<file path="config.mk">
export PLATFORM = sky130hd
export DESIGN_NAME = clk_div_multi
export DESIGN_NICKNAME = d
export VERILOG_FILES = /design/src/rtl/clk_div_pkg.sv /design/src/rtl/clk_div_channel.sv /design/src/rtl/clk_div_multi.sv
export SDC_FILE = /design/constraint.sdc
export NUM_CORES = 1
export LEC_CHECK = 0
export BUFFER_PORTS_ARGS = -buffer_cell sky130_fd_sc_hd__buf_2
export CAP_MARGIN = 20
export CORE_MARGIN = 2
export CORE_UTILIZATION = 40
export DETAILED_ROUTE_END_ITERATION = 8
export GPL_TIMING_DRIVEN = 0
export PLACE_DENSITY = 0.59
export SETUP_SLACK_MARGIN = 0.02
export SLEW_MARGIN = 10
export SYNTH_ARGS = -nofsm -noshare
export SYNTH_HDL_FRONTEND = slang
export SYNTH_SLANG_ARGS = --single-unit
</file>
<file path="constraint.sdc">
create_clock -name clk_in -period 2.82 [get_ports clk_in]
set_input_delay 0.564 -clock clk_in [delete_from_list [all_inputs] [get_ports clk_in]]
set_output_delay 0.564 -clock clk_in [all_outputs]
set_load 0.005 [all_outputs]
</file>
<file path="src/rtl/clk_div_pkg.sv">
// Shared constants and types for the multi-channel clock divider.
// Divisor constants assume a 100 MHz input clock.
package clk_div_pkg;

  localparam int CNT_W_DEFAULT = 25;
  localparam int DEFAULT_DIV   = 1000000;

  // Half-period = divisor + 1 input cycles
  localparam int DIV_50HZ = 999999;
  localparam int DIV_1KHZ = 49999;
  localparam int DIV_1HZ  = 49999999;

  typedef enum logic [1:0] {
    STEP_OFF,
    STEP_SYNC,
    STEP_TERM,
    STEP_COUNT
  } ch_step_e;

endpackage

</file>
<file path="src/rtl/clk_div_channel.sv">
// One divider channel: up-counter, active/shadow divisor pair, registered
// divided clock, tick strobe and load-pending flag.
module clk_div_channel
  import clk_div_pkg::*;
#(
  parameter int CNT_W   = CNT_W_DEFAULT,
  parameter int RST_DIV = 1000000
) (
  input  logic             clk_in,
  input  logic             rst,
  input  logic             en_i,
  input  logic             sync_i,
  input  logic             load_i,
  input  logic [CNT_W-1:0] div_i,
  output logic             div_clk_o,
  output logic             tick_o,
  output logic             load_pend_o
);

  ch_step_e         step;
  logic [CNT_W-1:0] cnt_q, cnt_d;
  logic [CNT_W-1:0] act_q, act_d;
  logic [CNT_W-1:0] shd_q, shd_d;
  logic [CNT_W-1:0] latest;
  logic             clk_q, clk_d;
  logic             tick_q, tick_d;
  logic             pend_q, pend_d;

  // A load arriving on a restart cycle wins over the older shadow value
  assign latest = load_i ? div_i : shd_q;

  always_comb begin
    if (!en_i)                step = STEP_OFF;
    else if (sync_i)          step = STEP_SYNC;
    else if (cnt_q == act_q)  step = STEP_TERM;
    else                      step = STEP_COUNT;
  end

  always_comb begin
    cnt_d  = cnt_q;
    act_d  = act_q;
    shd_d  = shd_q;
    clk_d  = clk_q;
    tick_d = 1'b0;
    pend_d = pend_q;
    unique case (step)
      STEP_OFF, STEP_SYNC: begin
        cnt_d  = '0;
        clk_d  = 1'b0;
        act_d  = latest;
        shd_d  = latest;
        pend_d = 1'b0;
      end
      STEP_TERM: begin
        cnt_d  = '0;
        clk_d  = ~clk_q;
        tick_d = 1'b1;
        // A load landing on the terminal count waits for the next one
        if (load_i) begin
          shd_d  = div_i;
          pend_d = 1'b1;
        end else if (pend_q) begin
          act_d  = shd_q;
          pend_d = 1'b0;
        end
      end
      STEP_COUNT: begin
        cnt_d = cnt_q + CNT_W'(1);
        if (load_i) begin
          shd_d  = div_i;
          pend_d = 1'b1;
        end
      end
      default: ;
    endcase
  end

  always_ff @(posedge clk_in or negedge rst) begin
    if (!rst) begin
      cnt_q  <= '0;
      act_q  <= CNT_W'(RST_DIV);
      shd_q  <= CNT_W'(RST_DIV);
      clk_q  <= 1'b0;
      tick_q <= 1'b0;
      pend_q <= 1'b0;
    end else begin
      cnt_q  <= cnt_d;
      act_q  <= act_d;
      shd_q  <= shd_d;
      clk_q  <= clk_d;
      tick_q <= tick_d;
      pend_q <= pend_d;
    end
  end

  assign div_clk_o   = clk_q;
  assign tick_o      = tick_q;
  assign load_pend_o = pend_q;

endmodule

</file>
<file path="src/rtl/clk_div_multi.sv">
// Multi-channel programmable clock divider / tick generator.
// Define CLKDIV_SYNC_EN to add a sync input that restarts all enabled channels in phase.
module clk_div_multi
  import clk_div_pkg::*;
#(
  parameter int NUM_CH      = 4,
  parameter int CNT_W       = CNT_W_DEFAULT,
  parameter int DEFAULT_DIV = clk_div_pkg::DEFAULT_DIV
) (
  input  logic                    clk_in,
  input  logic                    rst,
`ifdef CLKDIV_SYNC_EN
  input  logic                    sync,
`endif
  input  logic [NUM_CH-1:0]       ch_en,
  input  logic [NUM_CH*CNT_W-1:0] div_in,
  input  logic [NUM_CH-1:0]       div_load,
  output logic [NUM_CH-1:0]       div_clk,
  output logic [NUM_CH-1:0]       tick,
  output logic [NUM_CH-1:0]       load_pend
);

  logic sync_w;

`ifdef CLKDIV_SYNC_EN
  assign sync_w = sync;
`else
  assign sync_w = 1'b0;
`endif

  for (genvar k = 0; k < NUM_CH; k++) begin : g_ch
    clk_div_channel #(
      .CNT_W   (CNT_W),
      .RST_DIV (DEFAULT_DIV)
    ) u_ch (
      .clk_in      (clk_in),
      .rst         (rst),
      .en_i        (ch_en[k]),
      .sync_i      (sync_w),
      .load_i      (div_load[k]),
      .div_i       (div_in[k*CNT_W +: CNT_W]),
      .div_clk_o   (div_clk[k]),
      .tick_o      (tick[k]),
      .load_pend_o (load_pend[k])
    );
  end

endmodule
</file>
After elaboration in Yosys (flattened, before gate mapping) --
Index checks and enable logic that the tools add are counted.
Word-level totals: register bits 312, input port bits 110, output and inout port bits 12, word-level logic and storage cells 136
Operators by class: add/sub/neg operators 4, eq/ne operators 28, mux-type cells 52, bitwise logic cells 4, reductions and logical operators 24
Operator list (number):
- $mux W25 | 16
- $pmux W25 S2 | 8
- $add A25 B1 Y25 const B | 4
- $eq A25 B25 Y1 | 4
- $eq A2 B2 Y1 const B | 8
- $mux W1 | 16
- $ne A2 B2 Y1 const B | 8
- $reduce_or A4 Y1 | 4
- $pmux W1 S3 | 4
- $reduce_and A3 Y1 | 4
- $reduce_or A3 Y1 | 4
- $eq A2 B1 Y1 const B | 4
- $logic_not A2 Y1 | 4
- $mux W2 | 4
- $ne A2 B1 Y1 const B | 4
- $pmux W1 S2 | 4
- $reduce_bool A2 Y1 | 4
- $reduce_or A2 Y1 | 4
- $not A1 Y1 | 4

Longest topological paths before layout --
Gate-level depths: netlist of run 1.
word-level depth 7, gate-level depth with buffers 8, gate-level depth less buffers 7

By module --
A second synthesis of run 1 with hierarchy kept.
Second synthesis, totals: cells, all modules 1441, area total of the unflattened synthesis 15483.6 um2
By module, submodules not included:
- clk_div_channel | times used 4, cells an instance 360, area an instance 3870.0 um2, seq. area each 1969.4 um2
- clk_div_multi | times used 1, cells an instance 1, area an instance 3.8 um2, seq. area each 0.0 um2

Least setup slack after synthesis of run 1 --
OpenSTA, ideal clock, no wires.
path type reg-to-reg, from reg g_ch[3].u_ch.act_q[18], to reg g_ch[3].u_ch.act_q[10], setup time 0.125 ns, arrival 2.158 ns, data required time 2.695 ns, path slack 0.537 ns, stages on the path, launching flop included 8, path buffers 1, period minus slack after synthesis 2.283 ns, path through dfstp_2 > xnor2_1 > nand4_1 > nor4_4 > nand2_1 > o31ai_4 > buf_6 > mux2_2
Between the ends: longest elaborated chain between the ends 7, elaborated cells between the ends (all ways) 12, those cells by class eq/ne: 5; mux: 3; reduce/logical: 4
Ends and longest elaborated chain:
- start: declaration | RTL line clk_div_channel.sv:22 | logic [CNT_W-1:0] act_q, act_d;
- start signal: assignment | RTL line clk_div_channel.sv:81 | act_q <= CNT_W'(RST_DIV);
- start signal: assignment | RTL line clk_div_channel.sv:88 | act_q <= act_d;
- $eq A25 B25 Y1 (*) | RTL line clk_div_channel.sv:35 | else if (cnt_q == act_q) step = STEP_TERM;
- $mux W1 (*) | RTL line clk_div_channel.sv:35
- $mux W2 (*) | RTL line clk_div_channel.sv:33 | if (!en_i) step = STEP_OFF;
- $eq A2 B1 Y1 / $logic_not A2 Y1 (equally long branches) | RTL line clk_div_channel.sv:46 | unique case (step)
- $reduce_or A2 Y1 | RTL line clk_div_channel.sv:46
- $reduce_bool A2 Y1 (no line)
- $reduce_and A3 Y1 (no line)
Every way passes the cells marked *; elsewhere a longest branch is shown, timed or not. A chain may end at the register's enable or synchronous reset.

Final worst setup path of run 1 --
from reg g_ch[0].u_ch.act_q[18], to reg g_ch[0].u_ch.act_q[20]
Between the ends: longest elaborated chain between the ends 7, elaborated cells between the ends (all ways) 12, those cells by class eq/ne: 5; mux: 3; reduce/logical: 4
Ends and longest elaborated chain (RTL line):
- start: declaration | clk_div_channel.sv:22
- start signal: assignment | clk_div_channel.sv:81
- start signal: assignment | clk_div_channel.sv:88
- $eq A25 B25 Y1 (*) | clk_div_channel.sv:35
- $mux W1 (*) | clk_div_channel.sv:35
- $mux W2 (*) | clk_div_channel.sv:33
- $eq A2 B1 Y1 / $logic_not A2 Y1 (equally long branches) | clk_div_channel.sv:46
- $reduce_or A2 Y1 | clk_div_channel.sv:46
- $reduce_bool A2 Y1 (no line)
- $reduce_and A3 Y1 (no line)
Marks and branches as above.

==> results.cfg, run 1 <==
[sta]
setup_viol = 0
skew_ns = 0.01216
layout_min_cycle_time_ns = 2.577
grt_setup_unrepaired = no
timing.max_slew.rel_slack_pct = 43.00
timing_max_transition_violations_final = 0
worst_pin_slew_ns = 0.8485
final_critical_path_setup_slack_ns = 0.2434
post-route-period-util_pct = 91.37
fmax_mhz = 388.1
setup-tns-final_ns = 0
final_hold_viol_count = 0

[clocking]
tritoncts = yes
cts-root-buf = sky130_fd_sc_hd__clkbuf_16
ctsLongestPathBuffers = 3
clk_pin_slew_worst_paths_ns = 0.06
ctsHtreeMaxLevel = 2
number_of_buffers_created_by_cts = 36
insertion_delay_of_the_later_clocked_pin_in_the_worst_skew_pair_ns = 0.54
cts_num_sinks = 312

[global_routing]
antenna_found_initial = 1
total_overflow_reported_by_the_global_router = 0
pin_count_of_the_biggest_net_entering_global_routing = 103
grt_overall_usage_pct = 15.85
grt_pass1_wl_um = 49660
grt_pass1_vias = 9561

[floorplanning]
fp.dieArea_mm2 = 0.03935
floorplan.die.width_um = 198.4
start_util_pct = 40.40
dieHeight_um = 198.4
design.portCount = 122
placement_rows = 71
core_area_mm2 = 0.03740

[placement]
dp_slack_ns = 0.004408
place_hpwl_um = 20860
placed_area_mm2 = 0.01641
place.detailed.instances = 1820
numPortBuffers = 113
routabilityCongestion = 0.8211

[worst_setup_path]
cp_data_arrival_time_ns = 2.99
critPathSlowestCell = sky130_fd_sc_hd__dfstp_2
cp_slowest_stage_delay_ns = 0.53
setup.worst_path.start_class = register
worstPathRequired_ns = 3.24
critical_path.top_delay_family = simple AND/OR/NAND/NOR gates
crit_chain = xnor2_1 > nand4_1 > nor4_2 > nand2_1 > o31ai_4 > buf_6 > mux2_2
critical_path_peak_fanout = 10
crit_buf_inv = 1
critical_path_class = register to register
critical_path.endpoint_type = register

[routing]
vias_per_cell = 4.800
drc_errors_left = 0
final_antenna_net_count = 0
detail_route.first_pass.iterations = 6
wirelength_um = 29720
count_of_vias_placed_by_the_detailed_router = 9057
dr.first_iter.drc_count = 338
routed_wire_per_std_cell_um = 15.75

[yosys]
synth_top_cell_area_share_pct = 42.39
synthesis.area_mm2 = 0.01511
synth.net_count = 1307
syn_avg_cell_area_um2 = 12.67
post-synth-top-count-cell = sky130_fd_sc_hd__mux2_2
synth_flop_cell = sky130_fd_sc_hd__dfrtp_1
synthDominantAreaCellType = sky130_fd_sc_hd__dfrtp_1
yosys_warnings = 0
ys_async_sr_fraction_pct = 100.0
yosys.cell_types.count = 33
netlist_top_cells_count = 297 x sky130_fd_sc_hd__mux2_2, 256 x sky130_fd_sc_hd__dfrtp_1, 136 x sky130_fd_sc_hd__xnor2_1, 116 x sky130_fd_sc_hd__nor2_1
yosysSeqAreaShare_pct = 52.13
synth.area.top_cells = sky130_fd_sc_hd__dfrtp_1 42%, sky130_fd_sc_hd__mux2_2 22%, sky130_fd_sc_hd__dfstp_2 9.7%
count_of_flip_flops_with_a_built_in_enable_after_synthesis = 0
synthCells = 1193
ys_seq_elements = 312

[worst_hold_path]
min-delay-path-class = input port to register

[power_and_ir_drop]
total_leakage_power_nw = 7.321
power.ir.vdd_worst_uv = 431.0
p_total_mw = 11.13
power.density_mw_per_mm2 = 631.0

[run]
max_cap_violation_count = 0

[cells_and_area]
postLayoutCellArea_mm2 = 0.01764
drive_above_1_share_pct = 41.72
flow.area_growth_from_synthesis_pct = 16.75
n_antenna_cell = 0
design.final.nets = 1464
instances_no_fill = 1887

[run_status]
outcome = finished clean
[cell usage in the layout (no fill, tap or decap), types with 9 or more instances in the layout]
| master | n |
|---|---|
| sky130_fd_sc_hd__buf_4 | 15 |
| sky130_fd_sc_hd__dfrtp_1 | 256 |
| sky130_fd_sc_hd__clkbuf_16 | 37 |
| sky130_fd_sc_hd__and3_1 | 22 |
| sky130_fd_sc_hd__buf_2 | 118 |
| sky130_fd_sc_hd__xnor2_1 | 136 |
| sky130_fd_sc_hd__inv_1 | 12 |
| sky130_fd_sc_hd__nand4_1 | 40 |
| sky130_fd_sc_hd__nor2_1 | 116 |
| sky130_fd_sc_hd__nand3_1 | 39 |
| sky130_fd_sc_hd__mux2_2 | 297 |
| sky130_fd_sc_hd__nor3_1 | 9 |
| sky130_fd_sc_hd__dfstp_2 | 56 |
| sky130_fd_sc_hd__nand2_1 | 41 |
| sky130_fd_sc_hd__buf_6 | 13 |
| sky130_fd_sc_hd__xor2_1 | 56 |
| sky130_fd_sc_hd__and4_1 | 11 |
| sky130_fd_sc_hd__clkbuf_1 | 35 |
[flip-flops by register name (all words and copies together), names as in the netlist]
| register | count |
|---|---|
| g_ch.u_ch.div_clk_o | 4 |
| g_ch.u_ch.act_q | 100 |
| g_ch.u_ch.load_pend_o | 4 |
| g_ch.u_ch.cnt_q | 100 |
| g_ch.u_ch.tick_o | 4 |
| g_ch.u_ch.shd_q | 100 |
[metal layers]
metal	GRT usage (%)	wire length (µm)	vias to the layer above
li1	-	-	4417
met1	22.46	14610	4481
met2	24.59	13450	118
met3	2.725	1043	41
met4	5.347	606	0
met5	0	0	-
[per-stage QoR]
stage          util (%)  hold WS (ns)
2_1_floorplan         -        0.2684
3_3_place_gp      43.63        0.4633
3_5_place_dp      43.87        0.4335
4_1_cts           47.08        0.2330
5_1_grt           47.17        0.2519
6_report          47.17        0.2713
[worst register-to-register path: cells and delay by family, from the launching register on]
family | cells | cell delay (ns)
xor gates and xnor gates | 1 | 0.15
muxes | 1 | 0.35
buffers and inverters | 1 | 0.23
and+or+nand+nor | 3 | 0.80
DFF | 1 | 0.53
AOI/OAI and AO/OA | 1 | 0.41
[power by group]
part	switching [mW]	internal [mW]	total, mW	leakage (nW)
sequential	0.253	4.93	5.19	3.82
combinational	0.521	0.682	1.20	2.92
clock	1.83	2.91	4.74	0.580
total	2.60	8.53	11.1	7.32
[final cells by class]
class                           instances  area, µm²
Inverter                               12      45.04
Clock buffer                           55       1044
Timing Repair Buffer                  119      695.7
Clock inverter                          9      147.6
Buffer                                 61      386.6
Sequential cell                       312       7878
Fill cell                            3416      19760
Multi-Input combinational cell        808       6807
Tap cell                              511      639.4
[repair_timing]
| action | CTS | global route |
|---|---|---|
| hold endpoints to repair | 18 | 0 |
| setup buffers | 0 | 2 |
| gates resized for setup | 0 | 1 |
| endpoints found under the setup margin | 0 | 20 |
| hold buffers | 1 | 0 |
[final timing paths]
kind	from	endpoint	slack [ns]	depth (start not counted)
worst max register to register	g_ch[0].u_ch.act_q[18]	g_ch[0].u_ch.act_q[20]	0.24	7
worst max-delay path	g_ch[0].u_ch.act_q[18]	g_ch[0].u_ch.act_q[20]	0.24	7
max in group asynchronous	rst	g_ch[3].u_ch.shd_q[16]	1.10	4
worst min register to register	g_ch[1].u_ch.div_clk_o	g_ch[1].u_ch.div_clk_o	0.48	1
worst min-delay path	div_in[28]	g_ch[1].u_ch.shd_q[3]	0.27	2
min in group asynchronous	rst	g_ch[2].u_ch.act_q[13]	0.47	2
[cell families after synthesis]
logic type               share of synthesized area, %
multiplexers                                    22.70
buffers and inverters                           2.857
flip-flops                                      52.13
AND/OR/NAND/NOR                                 10.16
AO/OA/AOI/OAI                                  0.6955
XOR/XNOR                                        11.13
adder cells (fa/ha/maj)                        0.3312
Power figures use the tool's default switching activity.
==> run 2: changes to the inputs <==
--- a/config.mk
+++ b/config.mk
@@ -11,7 +11,7 @@
 export CORE_UTILIZATION = 40
 export DETAILED_ROUTE_END_ITERATION = 8
 export GPL_TIMING_DRIVEN = 0
-export PLACE_DENSITY = 0.59
+export PLACE_DENSITY = 0.61
 export SETUP_SLACK_MARGIN = 0.02
 export SLEW_MARGIN = 10
 export SYNTH_ARGS = -nofsm -noshare
==> constraint.sdc (replaced) <==
create_clock -name clk_in -period 2.3 [get_ports clk_in]
set_input_delay 0.46 -clock clk_in [delete_from_list [all_inputs] [get_ports clk_in]]
set_output_delay 0.46 -clock clk_in [all_outputs]
set_load 0.02 [all_outputs]
==> run 2 against run 1 <==
  * The run now ends with negative setup slack left
  * Worst setup slack lost 0.36 ns
  * Sequential share of layout area shrank 2.8 points
  * Largest cell class unchanged
  * Core utilization grew 3.2 points
  * Clock skew shrank 0.0036 ns
  * Critical path depth grew 2
  * Highest routed layer unchanged
  * First-iteration DRC count grew 9.5%
  * Largest power group unchanged
==> results.cfg, run 2 (synthesized netlist as in run 1, its figures left out) <==
[cells_and_area]
flow.area_growth_from_synthesis_pct = 24.60
n_fill_cell = 3318
final_common_cell = sky130_fd_sc_hd__dfrtp_1
postLayoutCellArea_mm2 = 0.01883
drive_above_1_share_pct = 46.67
design.final.nets = 1511
layout_common_cells = 252 x sky130_fd_sc_hd__dfrtp_1, 225 x sky130_fd_sc_hd__mux2_2, 123 x sky130_fd_sc_hd__xnor2_1
largestRegisters = g_ch.u_ch.act_q: 100 flops, g_ch.u_ch.cnt_q: 100 flops, g_ch.u_ch.shd_q: 100 flops
n_antenna_cell = 0

[worst_setup_path]
critPathSlowestCell = sky130_fd_sc_hd__dfstp_2
cp_slowest_stage_delay_ns = 0.54
critical_path_peak_fanout = 5
worstPathRequired_ns = 2.72
critical_path.startpoint = g_ch[3].u_ch.act_q[19]
critical_path_class = register to register
r2r_start = g_ch[3].u_ch.act_q[19]
critical_path.endpoint_type = register
crit_chain = xnor2_1 > nand4_1 > nor3_4 > buf_4 > nand3_4 > buf_12 > buf_16 > mux2_2 > mux2_4
cp_data_arrival_time_ns = 2.84
setup.worst_path.start_class = register
r2r.worst_path.cells = 9

[sta]
timing.max_slew.rel_slack_pct = 48.82
setup_viol = 52
timing_max_transition_violations_final = 0
final_critical_path_setup_slack_ns = -0.1169
post-route-period-util_pct = 105.1
layout_min_cycle_time_ns = 2.417
grt_setup_unrepaired = yes
skew_ns = 0.008590
final_hold_viol_count = 0
setup-tns-final_ns = -2.782
fmax_mhz = 413.8
worst_pin_slew_ns = 0.7677

[floorplanning]
dieHeight_um = 198.4
placement_rows = 71
design.portCount = 122
floorplan.die.width_um = 198.4
start_util_pct = 40.40
fp.dieArea_mm2 = 0.03935
core_area_mm2 = 0.03740

[routing]
drc_errors_left = 0
vias_per_cell = 4.883
wirelength_um = 32120
count_of_vias_placed_by_the_detailed_router = 9454
routed_wire_per_std_cell_um = 16.59
dr.first_iter.drc_count = 370
detail_route.first_pass.iterations = 5
detailroute.wirelength.met2_um = 14930
m1WireLength_um = 15440
final_antenna_net_count = 0
route.met3.wl_um = 1129
dr.max_layer_used = met4

[global_routing]
antenna_found_initial = 0
total_overflow_reported_by_the_global_router = 0
grt_pass1_wl_um = 52980
grt_overall_usage_pct = 16.96
grt_pass1_vias = 10090
pin_count_of_the_biggest_net_entering_global_routing = 112

[placement]
routabilityCongestion = 0.7958
placed_area_mm2 = 0.01641
place_hpwl_um = 21000
numPortBuffers = 113

[clocking]
ctsLongestPathBuffers = 3
clk_pin_slew_worst_paths_ns = 0.06
number_of_buffers_created_by_cts = 36
ctsHtreeMaxLevel = 2
cts_num_sinks = 312
tritoncts = yes
insertion_delay_of_the_later_clocked_pin_in_the_worst_skew_pair_ns = 0.54
cts-root-buf = sky130_fd_sc_hd__clkbuf_16

[run]
max_cap_violation_count = 0

[run_status]
violations = negative setup slack
outcome = finished with violations

[power_and_ir_drop]
total_leakage_power_nw = 8.183
power.ir.vdd_worst_uv = 455.9
power.density_mw_per_mm2 = 741.9

[worst_hold_path]
hold_depth = 2
worst_min_delay_path_startpoint = div_in[2]
min-delay-path-class = input port to register
==> run 2: cell type report <==
type                            instances  area (µm²)  share of cell area (%)
Inverter                               12       45.04                  0.2392
Multi-Input combinational cell        808        7261                   38.56
Clock inverter                         10       111.4                  0.5914
Clock buffer                           56        1107                   5.881
Timing Repair Buffer                  169        1309                   6.951
Buffer                                 58       473.0                   2.512
Sequential cell                       312        7883                   41.87
Tap cell                              511       639.4                   3.396
==> run 2: routing by layer <==
| layer | global-route usage, % | vias to the layer above |
|---|---|---|
| li1 | - | 4525 |
| met1 | 23.49 | 4752 |
| met2 | 27.24 | 134 |
| met3 | 3.083 | 43 |
| met4 | 4.818 | 0 |
| met5 | 0 | - |
==> run 2: path summary, 6_finish.rpt <==
check / endpoint / slack (ns)
min reg2reg: g_ch[1].u_ch.div_clk_o / 0.48
max reg2reg: g_ch[3].u_ch.act_q[5] / -0.12
max in group asynchronous: g_ch[0].u_ch.shd_q[9] / 0.73
min in group asynchronous: g_ch[1].u_ch.shd_q[24] / 0.37
min: g_ch[0].u_ch.shd_q[2] / 0.16
max: g_ch[3].u_ch.act_q[5] / -0.12
==> run 2: what timing repair did <==
action,in CTS,in global routing
gates cloned,12,0
gates resized for setup,150,31
setup endpoints to repair,180,179
endpoints found under the hold margin,24,0
buffers inserted,39,4
pin swaps,29,13
hold buffers,1,0
==> run 2: power breakdown <==
group          leakage [nW]  internal (mW)  switching (mW)
clock network         0.605           3.55            2.30
registers              3.82           6.05           0.344
logic                  3.76           1.02           0.702
==> run 2: critical path, delay by kind of cell, from the launching register on <==
kind / cells / cell delay, ns
multiplexers: 2 / 0.52
XOR/XNOR: 1 / 0.15
flip-flops: 1 / 0.54
AND/OR/NAND/NOR: 3 / 0.62
buffers and inverters: 3 / 0.46
==> run 2: stage by stage <==
stage	hold WS, ns	worst slack (ns)	cells	power, mW	utilization (%)
after floorplan	0.1644	0.03647	1193	7.414	-
after global placement	0.4689	-5.350	1817	7.901	43.63
after detailed placement	0.3329	-0.4483	1820	7.955	43.88
after CTS	0.1270	-0.09527	1936	14.16	50.11
after global routing	0.1384	-0.2207	1936	14.60	50.34
final	0.1631	-0.1169	1936	13.97	50.34
